## config.mk

```make
export PLATFORM = sky130hd
export DESIGN_NAME = deser_frame_controller
export DESIGN_NICKNAME = d
export VERILOG_FILES = /design/src/rtl/deser_frame_controller.sv
export SDC_FILE = /design/constraint.sdc
export NUM_CORES = 1
export LEC_CHECK = 0
export BUFFER_PORTS_ARGS = -buffer_cell sky130_fd_sc_hd__clkbuf_2
export CAP_MARGIN = 0
export CORE_ASPECT_RATIO = 0.5
export CORE_MARGIN = 5
export CORE_UTILIZATION = 25
export DETAILED_ROUTE_END_ITERATION = 7
export PLACE_DENSITY = 0.51
export SETUP_SLACK_MARGIN = 0.2
export SLEW_MARGIN = 0
export SYNTH_ARGS = -nofsm -noshare
export SYNTH_HDL_FRONTEND = slang
export SYNTH_SLANG_ARGS = --single-unit
```

## constraint.sdc

```tcl
create_clock -name clock -period 3.3 [get_ports clock]
set_input_delay 0.33 -clock clock [delete_from_list [all_inputs] [get_ports clock]]
set_output_delay 0.33 -clock clock [all_outputs]
set_load 0.05 [all_outputs]
```

## src/rtl/deser_frame_controller.sv

```systemverilog
// Frame controller for a serial deserializer word.
// Synchronizes the asynchronous active-low frame select, steers an external
// enabled shift register and captures whole frames for a ready/ack consumer.
// Short, long and overrun frames are reported and counted.
module deser_frame_controller #(
   parameter int FRAME_BITS  = 14,
   parameter int SYNC_STAGES = 2
) (
   input  logic                  clock,
   input  logic                  reset,
   input  logic                  ss,
   input  logic                  bit_strobe,
   input  logic                  ack,
   input  logic [FRAME_BITS-1:0] shift_q,
   output logic                  shift_en,
   output logic                  shift_clr,
   output logic [FRAME_BITS-1:0] data_out,
   output logic                  ready,
   output logic                  frame_err,
   output logic                  overrun,
   output logic [7:0]            err_count,
   output logic [1:0]            state
);

   // Counter holds FRAME_BITS itself so a full frame never wraps to zero.
   localparam int CNT_W = $clog2(FRAME_BITS + 1);
   localparam logic [CNT_W-1:0] FULL = CNT_W'(FRAME_BITS);

   typedef enum logic [1:0] {
      S_IDLE    = 2'b00,
      S_CAPTURE = 2'b01,
      S_DONE    = 2'b10,
      S_ERR     = 2'b11
   } state_t;

   state_t                 st;
   logic [SYNC_STAGES-1:0] sync_ff;
   logic                   hist;
   logic                   sync_s;
   logic                   fall;
   logic                   rise;
   logic                   accept;
   logic [CNT_W-1:0]       bit_count;
   logic                   too_long;

   // Bring ss into the clock domain; the history flop gives edge detection.
   // NOTE: these flops reset to 1 (ss idle level) so reset release alone
   // cannot fake a rise; a low ss after release reads as a fresh fall.
   always_ff @(posedge clock or posedge reset) begin
      if (reset) begin
         sync_ff <= '1;
         hist    <= 1'b1;
      end else begin
         sync_ff[0] <= ss;
         for (int i = 1; i < SYNC_STAGES; i++) begin
            sync_ff[i] <= sync_ff[i-1];
         end
         hist <= sync_ff[SYNC_STAGES-1];
      end
   end

   assign sync_s = sync_ff[SYNC_STAGES-1];
   assign fall   = hist & ~sync_s;
   assign rise   = ~hist & sync_s;

   // A strobe counts only while capturing and never in the closing-edge cycle.
   assign accept    = (st == S_CAPTURE) & bit_strobe & ~rise;
   assign shift_en  = accept & (bit_count < FULL);
   // Clear is combinational so the register is empty at the first CAPTURE edge.
   assign shift_clr = fall & ((st == S_IDLE) | ((st == S_DONE) & ack));
   assign overrun   = fall & (st == S_DONE) & ~ack;
   assign ready     = (st == S_DONE);
   assign frame_err = (st == S_ERR);
   assign state     = st;

   // Frame FSM with bit counting, capture and error accounting.
   // NOTE: all state here uses non-blocking assignment so every flop samples
   // the pre-edge values regardless of statement order.
   always_ff @(posedge clock or posedge reset) begin
      if (reset) begin
         st        <= S_IDLE;
         bit_count <= '0;
         too_long  <= 1'b0;
         data_out  <= '0;
         err_count <= '0;
      end else begin
         case (st)
            S_IDLE: begin
               if (fall) begin
                  st        <= S_CAPTURE;
                  bit_count <= '0;
                  too_long  <= 1'b0;
               end
            end
            S_CAPTURE: begin
               if (rise) begin
                  if (bit_count == FULL && !too_long) begin
                     data_out <= shift_q;
                     st       <= S_DONE;
                  end else begin
                     st <= S_ERR;
                  end
               end else if (accept) begin
                  if (bit_count < FULL) begin
                     bit_count <= bit_count + 1'b1;
                  end else begin
                     too_long <= 1'b1;
                  end
               end
            end
            S_DONE: begin
               // A fall without ack is an overrun: the frame is dropped here.
               if (ack) begin
                  if (fall) begin
                     st        <= S_CAPTURE;
                     bit_count <= '0;
                     too_long  <= 1'b0;
                  end else begin
                     st <= S_IDLE;
                  end
               end
            end
            S_ERR: begin
               if (err_count != 8'hFF) begin
                  err_count <= err_count + 1'b1;
               end
               st <= S_IDLE;
            end
            default: st <= S_IDLE;
         endcase
      end
   end

endmodule

```

---- Word-level counts from Yosys, hierarchy flattened ----
Index checks and enable logic that the tools add are counted.
word-level totals
  register bits after elaboration ......... 32
  input port bits ......................... 19
  output and inout bits ................... 29
  logic and storage cells ................. 63
operators by class
  muxes and demuxes ....................... 18
  $add $sub $neg .......................... 2
  $lt $le $gt $ge ......................... 1
  bitwise logic cells ..................... 14
  equality and inequality tests ........... 12
  reduce and logical (&&, ||, !) cells .... 9
operators by type and width
  cell                                            number
  2-to-1 mux 4 bit                                5
  != test 2 bit (second input constant)           6
  one-hot mux 4 bit (3 select lines)              1
  AND reduction 5 bit                             2
  bitwise AND 1 bit                               9
  adder 8 x 1 -> 8 bit (second input constant)    1
  != test 8 bit (second input constant)           1
  one-hot mux 2 bit (4 select lines)              1
  2-to-1 mux 1 bit                                7
  2-to-1 mux 2 bit                                3
  AND reduction 3 bit                             2
  adder 4 x 1 -> 4 bit (second input constant)    1
  == test 2 bit (second input constant)           2
  == test 4 bit (second input constant)           1
  < comparator 4 bit (second input constant)      1
  NOT 1 bit                                       4
  one-hot mux 1 bit (3 select lines)              1
  nonzero test 3 bit                              1
  == test 2 x 1 -> 1 bit (second input constant)  1
  zero test 2 bit                                 1
  != test 2 x 1 -> 1 bit (second input constant)  1
  AND reduction 2 bit                             1
  logical AND 1 bit                               1
  zero test 1 bit                                 1
  OR 1 bit                                        1

---- Depth between registers and ports, before layout ----
  depth after elaboration ................. 7
  mapped depth ............................ 6

---- Worst setup path before layout ----
Ideal clock, no wire load.
  path kind ............................... register -> output
  from .................................... register st[1], in the netlist state[1]
  to ...................................... output overrun
  arrival ................................. 2.340 ns
  slack ................................... 0.630 ns
  cell stages (with the launch flop) ...... 4
  cell sequence ........................... dfrtp_1 > nor2b_1 > nand2b_1 > nor2_1
on the way
  word-level cells in the longest chain between the ends .. 3
RTL lines
  what                             RTL line  RTL
  start, declared                  36        state_t st;
  start signal, assigned           81        st <= S_IDLE;
  start signal, assigned           90        st <= S_CAPTURE;
  start signal, assigned           99        st <= S_DONE;
  == test 2 bit                    -
  via ready                        18        output logic ready,
  bitwise AND 1 bit (2 in series)  71        assign overrun = fall & (st == S_DONE) & ~ack;
  end, declared                    20        output logic overrun,
The timed path passes the listed nets, and every way through them passes these cells.

---- Final worst setup path ----
  from .................................... register hist
  to ...................................... output shift_en
on the way
  word-level cells in the longest chain between the ends .. 5
RTL lines
  what                    RTL line  RTL
  start, declared         38        logic hist;
  start signal, assigned  58        hist <= sync_ff[SYNC_STAGES-1];
  NOT 1 bit               64        assign rise = ~hist & sync_s;
  bitwise AND 1 bit       64
  NOT 1 bit               67        assign accept = (st == S_CAPTURE) & bit_strobe & ~rise;
  bitwise AND 1 bit       67
  bitwise AND 1 bit       68        assign shift_en = accept & (bit_count < FULL);
  end, declared           15        output logic shift_en,
No other way between the ends.

==> implementation parameters <==
Parameter                              Value

Logic synthesis
  Biggest area consumer among synthesized cells ... sky130_fd_sc_hd__dfrtp_1
  Yosys Warn Count ... 0
  Post-synthesis share of cell area spent on and, or, nand and nor gates ... around 16%
  Share of synthesized cell area in full adder, half adder and majority cells ... about 2.6%
  Synth cell types ... 34
  Most instantiated library cell after synthesis ... sky130_fd_sc_hd__dfrtp_1
  Post-Synthesis Net Count ... between 100 and 150
  Synthesized instance count ... 115
  Number of synthesized register bits ... 32
  Share of cell area taken by muxes after synthesis ... around 13%
  Ranking of synthesized cells by instance count ... 29 x sky130_fd_sc_hd__dfrtp_1, 10 x sky130_fd_sc_hd__mux2_1, 6 x sky130_fd_sc_hd__mux2_2
  Top FF cell, synth ... sky130_fd_sc_hd__dfrtp_1
  Cells taking the most area after synthesis ... sky130_fd_sc_hd__dfrtp_1 51%, sky130_fd_sc_hd__mux2_1 7.9%, sky130_fd_sc_hd__dfstp_2 5.6%
  Async SR Flop Fraction ... 100%
  Synth top area share ... between 50% and 60%
  Part of the Yosys area used for sequential elements ... 56.7%
  Largest family of logic cells by synthesized area ... simple AND/OR/NAND/NOR gates
  Number of flops mapped to enable cells by yosys ... 0
  Summed instance area of the synthesized netlist ... between 1000 and 1500 sq um
  Compound-Gate Fraction of Synth Area ... 6.26%
  Average cell area after synthesis ... about 12 sq um
  Post-Synth XOR/XNOR Area ... under 10%

STA
  Transition time at the pin with the least slew margin ... 0.814 ns
  Period utilization ... a little over three fifths
  Min Clock Period, post-route ... 2.07 ns
  Max frequency ... 482 MHz
  Fin Clk Skew ... about 0.0064 ns
  Setup violation total in the final timing report ... 0
  Number of hold-slack violations in the final timing report ... 0
  Max Transition Viols Final ... 0
  Setup repair after global routing missed its margin ... false
  Max transition margin ... 45.6%
  Aggregate negative setup slack ... 0 ns

GRT
  Maximum number of pins on one net before global-route repair ... 22
  Initial antenna violation count ... 0
  Number of global-route vias before repair ... 1,116
  Aggregate global routing overflow ... 0
  Overall routing resource usage ... approximately 9%
  Global-route wire length before repair ... roughly 5400 microns

Setup path
  Type of element launching the critical path ... flop
  Biggest fanout along the worst timing path ... 9
  Class of the most critical setup path ... reg2out
  Data arrival time at the worst-slack endpoint ... 1.74 ns
  Critical path endpoint category ... output port
  Worst path required time ... between 2 and 3 ns

Power
  Maximum vdd ir drop ... 224 uV
  Switching fraction of total power ... between 30% and 40%
  Internal Power ... 830 uW
  Power dissipated by switching net loads ... ~490 uW
  Clock network fraction of total power ... 32.4%
  Combinational power share ... around 28%
  Lkg Pwr ... slightly below 0.001 uW
  Fraction of power consumed by sequential logic ... 39.5%
  Pwr Density ... just over 700 nW/um^2

Detailed routing
  Number of antenna-violating nets in the routed design ... 0
  Via count of the routed design ... between 1,000 and 1,500
  Wire per inst ... around 12 microns
  Final routed wirelength across all metal layers ... between 3000 and 4000 microns
  Drt pass-1 iters ... 3
  DRC errors left ... 0
  Number of DRC violations after detailed-routing iteration 0 ... 21
  Vias per inst ... ~4.4

Floorplanning
  Die height ... 63.3 microns
  Overall die width ... roughly 120 microns
  Initial core utilization ... approximately 26%
  Area of the core ... between 5000 and 6000 sq um
  I/O Pins ... 48
  Area of the die ... 7370 sq um
  Number of rows in the core area ... 19

Min path
  Kind of path behind the tightest hold check ... in2reg

Clock tree
  Setup bufs post-CTS ... 0
  CTS H-tree depth ... 2
  Cell at the root of the clock tree ... sky130_fd_sc_hd__clkbuf_16
  Number of gates resized after CTS ... 0
  Clock network latency to the later pin of the worst-skew pair ... between 0.2 and 0.3 ns
  Hold-fix buffers at CTS ... 0
  Clock tree from TritonCTS ... done
  Inserted Clock Buffers ... 5
  Clock Path Buffers ... 2
  Clk sink count ... 32
  Clock transition time at the flip-flop clock pins of the worst setup and hold paths ... about 0.050 ns

Place
  Post-place instance area ... 1740 sq um
  HPWL reported at the end of detailed placement ... about 2300 microns
  Port Buffer Count ... 47
  Final Wtd Congestion ... between 0.7 and 0.8

Cells and area
  Finished layout cell area ... between 1500 and 2000 sq um
  Layout cells sized above 1 ... around 39%
  Net count reported at finish ... 191
  Number of antenna repair diodes ... 0
  Area Growth Syn to Fin ... 32.5%

Flow run
  Max Cap Viol ... 0

Outcome
  Status ... completed
[layer usage]
| metal | track usage (%) | wire, microns |
|---|---|---|
| met3 | 3.25 | 127 |
| met1 | 11.2 | 1340 |
| met4 | 3.15 | 30 |
| met5 | 0 | 0 |
| met2 | 15.3 | 1530 |
[final timing paths]
| path | slack, ns | cells past startpoint | to | startpoint |
|---|---|---|---|---|
| worst max-delay path | 1.23 | 4 | shift_en | hist |
| worst min-delay path | 0.14 | 1 | sync_ff[0] | ss |
| worst max register to register | 1.56 | 6 | data_out[13] | bit_count[0] |
| worst min register to register | 0.35 | 0 | sync_ff[1] | sync_ff[0] |
| max in group asynchronous | 2.35 | 3 | hist | reset |
| min in group asynchronous | 0.20 | 2 | data_out[4] | reset |
[layout by cell type (no fill, tap or decap), drive strengths merged, types with 2 or more instances in the layout]
cell    netlist  routed
a31oi         2       2
ha            3       3
o21ai         3       3
nand4b        2       2
mux2         16      16
and3          4       4
dfrtp        29      29
inv           5       5
a21oi         4       4
clkbuf        0      54
nor2b         3       3
nand3         5       5
nand2b        5       5
or4           3       3
nor2          4       4
nand2         5       5
buf           2       2
nand4         2       2
o21a          2       2
xnor2         3       3
dfstp         3       3
[layout make-up]
type	instances	area, sq um
Tap cell	73	91.3
Fill cell	559	3610
Multi-Input combinational cell	76	574
Clock buffer	7	133
Inverter	5	21.3
Timing Repair Buffer	49	250
Clock inverter	1	5.00
Sequential cell	32	805
[metrics by stage]
| step | setup WS [ns] | hold WS [ns] | cells | power, uW | util [%] |
|---|---|---|---|---|---|
| floorplan | 0.630 | 0.334 | 115 | 798 | - |
| global placement | 1.53 | 0.354 | 235 | 899 | 31.7 |
| detailed placement | 1.50 | 0.347 | 235 | 901 | 31.7 |
| CTS | 1.21 | 0.135 | 243 | 1340 | 34.2 |
| global route | 1.04 | 0.134 | 243 | 1400 | 34.2 |
| finish | 1.23 | 0.141 | 243 | 1320 | 34.2 |
[power groups by stage]
stage	Clock (uW)	Combinational, uW	Sequential, uW
detailed placement	0	373	529
floorplan	0	162	636
global route	462	406	536
global placement	0	373	526
finish	429	372	522
CTS	444	377	522
[kinds of logic (layout without fill, tap and decap cells)]
family | Yosys count | count (layout)
buffers and inverters | 7 | 62
AND/OR/NAND/NOR | 39 | 39
flip-flops | 32 | 32
XOR/XNOR | 4 | 4
multiplexers | 16 | 16
AO/OA/AOI/OAI | 14 | 14
adder cells (fa/ha/maj) | 3 | 3
[flip-flops by register name (all words and copies together), names as in the netlist]
name / count
data_out: 14
err_count: 8
bit_count: 4
state: 2
sync_ff: 2
hist: 1
too_long: 1
[worst max-delay path, cell delays in order (launching register included)]
cell                       delay (ns)
sky130_fd_sc_hd__dfstp_2         0.52
sky130_fd_sc_hd__nand2b_1        0.17
sky130_fd_sc_hd__nand4b_1        0.31
sky130_fd_sc_hd__nor2b_1         0.19
sky130_fd_sc_hd__clkbuf_2        0.29
No activity file was read; power rests on OpenSTA's default activity.
